===== config.mk =====
export PLATFORM = sky130hd
export DESIGN_NAME = vadd_ctrl_regs
export DESIGN_NICKNAME = d
export VERILOG_FILES = /design/src/rtl/vadd_ctrl_regs.sv
export SDC_FILE = /design/constraint.sdc
export NUM_CORES = 1
export LEC_CHECK = 0
export CELL_PAD_IN_SITES_DETAIL_PLACEMENT = 2
export CELL_PAD_IN_SITES_GLOBAL_PLACEMENT = 2
export CORE_AREA = 2 2 190 145
export CTS_CLUSTER_DIAMETER = 100
export DETAILED_ROUTE_END_ITERATION = 8
export DIE_AREA = 0 0 192 147
export GPL_ROUTABILITY_DRIVEN = 1
export PLACE_DENSITY_LB_ADDON = 0.15
export SYNTH_ARGS = -nofsm -noshare
export SYNTH_HDL_FRONTEND = slang
export SYNTH_SLANG_ARGS = --single-unit

===== constraint.sdc =====
create_clock -name clk -period 4 [get_ports clk]
set_input_delay 1.2 -clock clk [delete_from_list [all_inputs] [get_ports clk]]
set_output_delay 1.2 -clock clk [all_outputs]
set_load 0.005 [all_outputs]

===== src/rtl/vadd_ctrl_regs.sv =====
// AXI4-Lite control/status register slave for the vector-add kernel.
// Define VADD_CTRL_IRQ_PULSE_EN to make usr_irq a one-cycle pulse instead of a level.
module vadd_ctrl_regs #(
    parameter int AXIL_ADDR_WIDTH = 16,
    parameter int AXIL_DATA_WIDTH = 32
) (
    input  logic                         clk,
    input  logic                         rst_n,
    input  logic [AXIL_ADDR_WIDTH-1:0]   s_axil_awaddr,
    input  logic                         s_axil_awvalid,
    output logic                         s_axil_awready,
    input  logic [AXIL_DATA_WIDTH-1:0]   s_axil_wdata,
    input  logic [AXIL_DATA_WIDTH/8-1:0] s_axil_wstrb,
    input  logic                         s_axil_wvalid,
    output logic                         s_axil_wready,
    output logic [1:0]                   s_axil_bresp,
    output logic                         s_axil_bvalid,
    input  logic                         s_axil_bready,
    input  logic [AXIL_ADDR_WIDTH-1:0]   s_axil_araddr,
    input  logic                         s_axil_arvalid,
    output logic                         s_axil_arready,
    output logic [AXIL_DATA_WIDTH-1:0]   s_axil_rdata,
    output logic [1:0]                   s_axil_rresp,
    output logic                         s_axil_rvalid,
    input  logic                         s_axil_rready,
    output logic [31:0]                  a_baseaddr,
    output logic [31:0]                  b_baseaddr,
    output logic [31:0]                  c_baseaddr,
    output logic [31:0]                  vector_len,
    output logic                         core_start,
    input  logic                         core_done,
    output logic                         usr_irq
);
    localparam logic [5:0] ADDR_START = 6'h00;
    localparam logic [5:0] ADDR_A     = 6'h01;
    localparam logic [5:0] ADDR_B     = 6'h02;
    localparam logic [5:0] ADDR_C     = 6'h03;
    localparam logic [5:0] ADDR_LEN   = 6'h04;
    localparam logic [5:0] ADDR_INT   = 6'h05;
    localparam logic [1:0] RESP_OKAY   = 2'b00;
    localparam logic [1:0] RESP_SLVERR = 2'b10;

    logic        r_live;
    logic        r_aw_held, r_w_held;
    logic [5:0]  r_awaddr;
    logic [31:0] r_wdata;
    logic [3:0]  r_wstrb;
    logic        r_bvalid, r_rvalid;
    logic [1:0]  r_bresp, r_rresp;
    logic [31:0] r_rdata;
    logic [31:0] r_a_base, r_b_base, r_c_base, r_vlen;
    logic        r_busy, r_done_sticky, r_irq_pending, r_core_start, r_usr_irq;

    logic        w_aw_hs, w_w_hs, w_ar_hs, w_wr_fire;
    logic [5:0]  w_wr_addr;
    logic [31:0] w_wr_data, w_rd_mux;
    logic [3:0]  w_wr_strb;
    logic        w_start, w_start_ok, w_done_acc, w_irq_clr, w_irq_next;
    logic        w_unused;

    function automatic logic [31:0] merge_bytes(input logic [31:0] old_v,
                                                input logic [31:0] new_v,
                                                input logic [3:0]  strb);
        logic [31:0] m;
        m = old_v;
        for (int i = 0; i < 4; i++)
            if (strb[i]) m[8*i +: 8] = new_v[8*i +: 8];
        return m;
    endfunction

    // Readies stay low through reset and come up on the first edge afterwards.
    assign s_axil_awready = r_live & ~r_aw_held & ~r_bvalid;
    assign s_axil_wready  = r_live & ~r_w_held & ~r_bvalid;
    assign s_axil_arready = r_live & ~r_rvalid;

    assign w_aw_hs = s_axil_awvalid & s_axil_awready;
    assign w_w_hs  = s_axil_wvalid & s_axil_wready;
    assign w_ar_hs = s_axil_arvalid & s_axil_arready;

    // A handshake this cycle counts as held so the write commits without an extra cycle.
    assign w_wr_fire = (r_aw_held | w_aw_hs) & (r_w_held | w_w_hs);
    assign w_wr_addr = r_aw_held ? r_awaddr : s_axil_awaddr[7:2];
    assign w_wr_data = r_w_held ? r_wdata : s_axil_wdata;
    assign w_wr_strb = r_w_held ? r_wstrb : s_axil_wstrb;

    // busy is the pre-edge value, so a START coinciding with core_done is rejected.
    assign w_start    = w_wr_fire & (w_wr_addr == ADDR_START);
    assign w_start_ok = w_start & ~r_busy;
    assign w_done_acc = core_done & r_busy;
    assign w_irq_clr  = w_wr_fire & (w_wr_addr == ADDR_INT) & w_wr_strb[0] & w_wr_data[0];
    assign w_irq_next = w_done_acc | (r_irq_pending & ~w_irq_clr);

    assign w_unused = ^{s_axil_awaddr, s_axil_araddr};

    always_comb begin
        w_rd_mux = 32'h0;
        case (s_axil_araddr[7:2])
            ADDR_START: w_rd_mux = {30'h0, r_done_sticky, r_busy};
            ADDR_A:     w_rd_mux = r_a_base;
            ADDR_B:     w_rd_mux = r_b_base;
            ADDR_C:     w_rd_mux = r_c_base;
            ADDR_LEN:   w_rd_mux = r_vlen;
            ADDR_INT:   w_rd_mux = {31'h0, r_irq_pending};
            default:    w_rd_mux = 32'h0;
        endcase
    end

    always_ff @(posedge clk or negedge rst_n) begin
        if (!rst_n) begin
            r_live    <= 1'b0;
            r_aw_held <= 1'b0;
            r_w_held  <= 1'b0;
            r_awaddr  <= 6'h0;
            r_wdata   <= 32'h0;
            r_wstrb   <= 4'h0;
            r_bvalid  <= 1'b0;
            r_bresp   <= RESP_OKAY;
            r_rvalid  <= 1'b0;
            r_rresp   <= RESP_OKAY;
            r_rdata   <= 32'h0;
        end else begin
            r_live <= 1'b1;
            if (w_wr_fire) begin
                r_aw_held <= 1'b0;
                r_w_held  <= 1'b0;
                r_bvalid  <= 1'b1;
                r_bresp   <= (w_start & r_busy) ? RESP_SLVERR : RESP_OKAY;
            end else begin
                if (w_aw_hs) begin
                    r_aw_held <= 1'b1;
                    r_awaddr  <= s_axil_awaddr[7:2];
                end
                if (w_w_hs) begin
                    r_w_held <= 1'b1;
                    r_wdata  <= s_axil_wdata;
                    r_wstrb  <= s_axil_wstrb;
                end
                if (r_bvalid && s_axil_bready)
                    r_bvalid <= 1'b0;
            end
            if (w_ar_hs) begin
                r_rvalid <= 1'b1;
                r_rdata  <= w_rd_mux;
                r_rresp  <= RESP_OKAY;
            end else if (r_rvalid && s_axil_rready) begin
                r_rvalid <= 1'b0;
            end
        end
    end

    always_ff @(posedge clk or negedge rst_n) begin
        if (!rst_n) begin
            r_a_base      <= 32'h0;
            r_b_base      <= 32'h0;
            r_c_base      <= 32'h0;
            r_vlen        <= 32'h0;
            r_busy        <= 1'b0;
            r_done_sticky <= 1'b0;
            r_irq_pending <= 1'b0;
            r_core_start  <= 1'b0;
            r_usr_irq     <= 1'b0;
        end else begin
            if (w_wr_fire) begin
                case (w_wr_addr)
                    ADDR_A:   r_a_base <= merge_bytes(r_a_base, w_wr_data, w_wr_strb);
                    ADDR_B:   r_b_base <= merge_bytes(r_b_base, w_wr_data, w_wr_strb);
                    ADDR_C:   r_c_base <= merge_bytes(r_c_base, w_wr_data, w_wr_strb);
                    ADDR_LEN: r_vlen   <= merge_bytes(r_vlen, w_wr_data, w_wr_strb);
                    default:  ;
                endcase
            end
            r_core_start <= w_start_ok;
            if (w_start_ok)
                r_busy <= 1'b1;
            else if (w_done_acc)
                r_busy <= 1'b0;
            // A completion in the same cycle as the clear wins, so no event is lost.
            if (w_done_acc)
                r_done_sticky <= 1'b1;
            else if (w_start_ok || w_irq_clr)
                r_done_sticky <= 1'b0;
            r_irq_pending <= w_irq_next;
`ifdef VADD_CTRL_IRQ_PULSE_EN
            r_usr_irq <= w_done_acc;
`else
            r_usr_irq <= w_irq_next;
`endif
        end
    end

    assign s_axil_bvalid = r_bvalid;
    assign s_axil_bresp  = r_bresp;
    assign s_axil_rvalid = r_rvalid;
    assign s_axil_rresp  = r_rresp;
    assign s_axil_rdata  = r_rdata;
    assign a_baseaddr    = r_a_base;
    assign b_baseaddr    = r_b_base;
    assign c_baseaddr    = r_c_base;
    assign vector_len    = r_vlen;
    assign core_start    = r_core_start;
    assign usr_irq       = r_usr_irq;

endmodule


==> metrics.cfg <==
[run_status]
status = completed

[routing]
wl_um = 32600
drt-wirelength-per-cell_um = 26.0
drtAntennaViolNets = 0
drt_pass1_iterations = 8
vias = 6866
drc_errors = 0
viasPerCell = 5.47
first_iter_violations = 340

[power]
vdd_drop_max_uv = 258
report.power.total_uw = 7040
power-per-cell-area_nw_per_um2 = 546
clockPowerShare_pct = 30.5
p_sw_uw = 2110
combPwrFrac_pct = 26.7
pwr-share-seq_pct = 42.8
swShare_pct = 30.0
power_leakage_uw = 0.00574
p_int_uw = 4920

[worst_setup_path]
end_kind = output pin
slowest_stage = dfrtp_1
crit_family = flip-flops
cp_max_fo = 21
critPathArrivalTime_ns = 1.95
startpoint_type = flop
crit_type = reg2out
worstPathCellList = nor2_1, clkdlybuf4s50_1
crit_required_ns = 2.80
cp.buffers_inverters = 1
critPathMaxStageDelay_ns = 0.81

[clocking]
cts_num_sinks = 212
clk_latency_ns = 0.52
cts_resized = 0
ctsHoldBuffers = 0
clock-root-buffer = clkbuf_16
tritoncts = yes
postCtsSetupBuffers = 0
h-tree-depth = 1
cts_made_buffers = 24
clkTransAtPathRegs_ns = 0.06
cts_buffer_depth = 3

[global_route]
antenna_found_initial = 2
grt_pass1_wl_um = 49300
first_global_vias = 7839
grtUsageTotal_pct = 23.3
overflow = 0
grt_max_degree = 94

[logic_synthesis]
syn-instance-count = 646
synth_seq_cells = 212
yosys_most_used_dff = dfrtp_1
synthDominantCellAreaShare_pct = 56.7
synth.most_common_cell = dfrtp_1
synth_area_um2 = 9360
async_flop_share_pct = 100
ys_seq_area_share_pct = 56.7
syn_avg_cell_area_um2 = 14.5
synth_top_cells_by_count = dfrtp_1, mux2_2, o21ai_0
synth_edf_count = 0
yosysTopAreaCell = dfrtp_1
synth.area.top_cells = dfrtp_1, mux2_2, a222oi_1
yosysWarningCount = 0
synth_cell_types = 46

[die]
row_count = 52
die_w_um = 192
start_util_pct = 35.3
die_h_um = 147
die-area_um2 = 28200
io_pins = 247
coreArea_um2 = 26500

[timing]
finalCritPeriodShare_pct = 78.7
maxSlewViolCount = 0
rsz0062_at_grt = false
finalHoldViolCount = 0
holdWs_ns = 0.501
worstMarginPinSlew_ns = 0.790
finalSetupViolCount = 0
finalSetupTns_ns = 0
fin_ws_ns = 0.853
max_freq_mhz = 318
fin_skew_ns = 0.00741
post-route-min-period_ns = 3.15
slew_headroom_pct = 47.3

[placement]
hpwlAfterDp_um = 22100
pre_cts_slack_ns = 0.426
gp_congestion = 0.792
portBuffers = 223

[worst_hold_path]
hold_class = reg2reg

[final_layout]
area_growth_pct = 37.8
utilization_pct = 48.6
nets = 961
drive_gt1_share_pct = 33.4

[run]
maxCapViolCount = 0

[routing by layer]
layer	wire, µm	part of all wire [%]	vias to the layer above	global-route usage [%]
li1	-	-	2954	-
met1	14100	43	3658	31.1
met2	16200	50	204	39.7
met3	1550	4.8	48	3.58
met4	731	2.2	2	5.84
met5	13	0.040	-	0
[worst register-to-register path, cell delays in order (launching register included)]
cell	delay [ns]
dfrtp_1	0.81
nor3b_2	0.51
o22ai_2	0.31
nor3_4	0.63
mux2_2	0.42
[layout by cell type (no fill, tap or decap), types with 5 or more instances in the layout]
cell | synthesis | layout
o21ai_0 | 34 | 34
and3b_1 | 7 | 7
mux2_2 | 204 | 204
clkdlybuf4s50_1 | 0 | 222
a222oi_1 | 32 | 32
nor3b_1 | 5 | 5
clkinv_2 | 0 | 5
nor3_4 | 16 | 16
dfrtp_1 | 212 | 211
clkbuf_1 | 22 | 8
clkbuf_16 | 0 | 25
buf_12 | 0 | 5
inv_1 | 7 | 7
clkbuf_8 | 0 | 6
buf_4 | 4 | 17
a22oi_1 | 31 | 31
[stage by stage]
| step | std cells | cell area, µm² |
|---|---|---|
| global placement | 1210 | 12100 |
| CTS | 1254 | 12900 |
| finish | 1255 | 12900 |
| floorplan | 648 | 9370 |
| global route | 1255 | 12900 |
| detailed placement | 1210 | 12100 |
[power by group through the flow]
stage | logic, µW | clock network, µW | registers [µW]
final | 1880 | 2150 | 3010
after global routing | 2030 | 2290 | 3080
after CTS | 1910 | 2210 | 3010
after floorplan | 989 | 0 | 2900
after detailed placement | 1880 | 0 | 3040
after global placement | 1800 | 0 | 2990
[worst paths after layout]
path / startpoint / to / slack [ns] / cells after the start
worst min-delay path: r_wdata[12] / r_wdata[12] / 0.50 / 1
worst min register to register: r_wdata[12] / r_wdata[12] / 0.50 / 1
worst max-delay path: r_aw_held / s_axil_awready / 0.85 / 2
worst max register to register: r_aw_held / a_baseaddr[30] / 1.19 / 4
min in group asynchronous: rst_n / r_wdata[8] / 0.76 / 1
max in group asynchronous: rst_n / r_w_held / 2.34 / 2
[area by class of cell]
class                           count  area, µm²
Sequential cell                   212       5310
Clock buffer                       38        724
Timing Repair Buffer              245       2460
Inverter                            7       26.3
Clock inverter                      6       33.8
Fill cell                        2546      13600
Antenna cell                        1       2.50
Multi-Input combinational cell    395       3900
Tap cell                          351        439
[registers in the layout, indices dropped and copies added (netlist names), 4 cells and up]
name          flops
a_baseaddr       32
b_baseaddr       32
vector_len       32
r_awaddr          6
s_axil_rdata     32
r_wstrb           4
r_wdata          32
c_baseaddr       32
[cell families (layout without fill, tap and decap cells)]
| family | count (synthesis) | in the layout | synth area share [%] |
|---|---|---|---|
| flip-flops | 212 | 212 | 56.7 |
| multiplexers | 208 | 208 | 25.0 |
| other | 2 | 5 | 0.0802 |
| AO/OA/AOI/OAI | 118 | 118 | 9.81 |
| buffers and inverters | 41 | 296 | 1.96 |
| AND/OR/NAND/NOR | 65 | 65 | 6.48 |
Power figures use the tool's default switching activity.
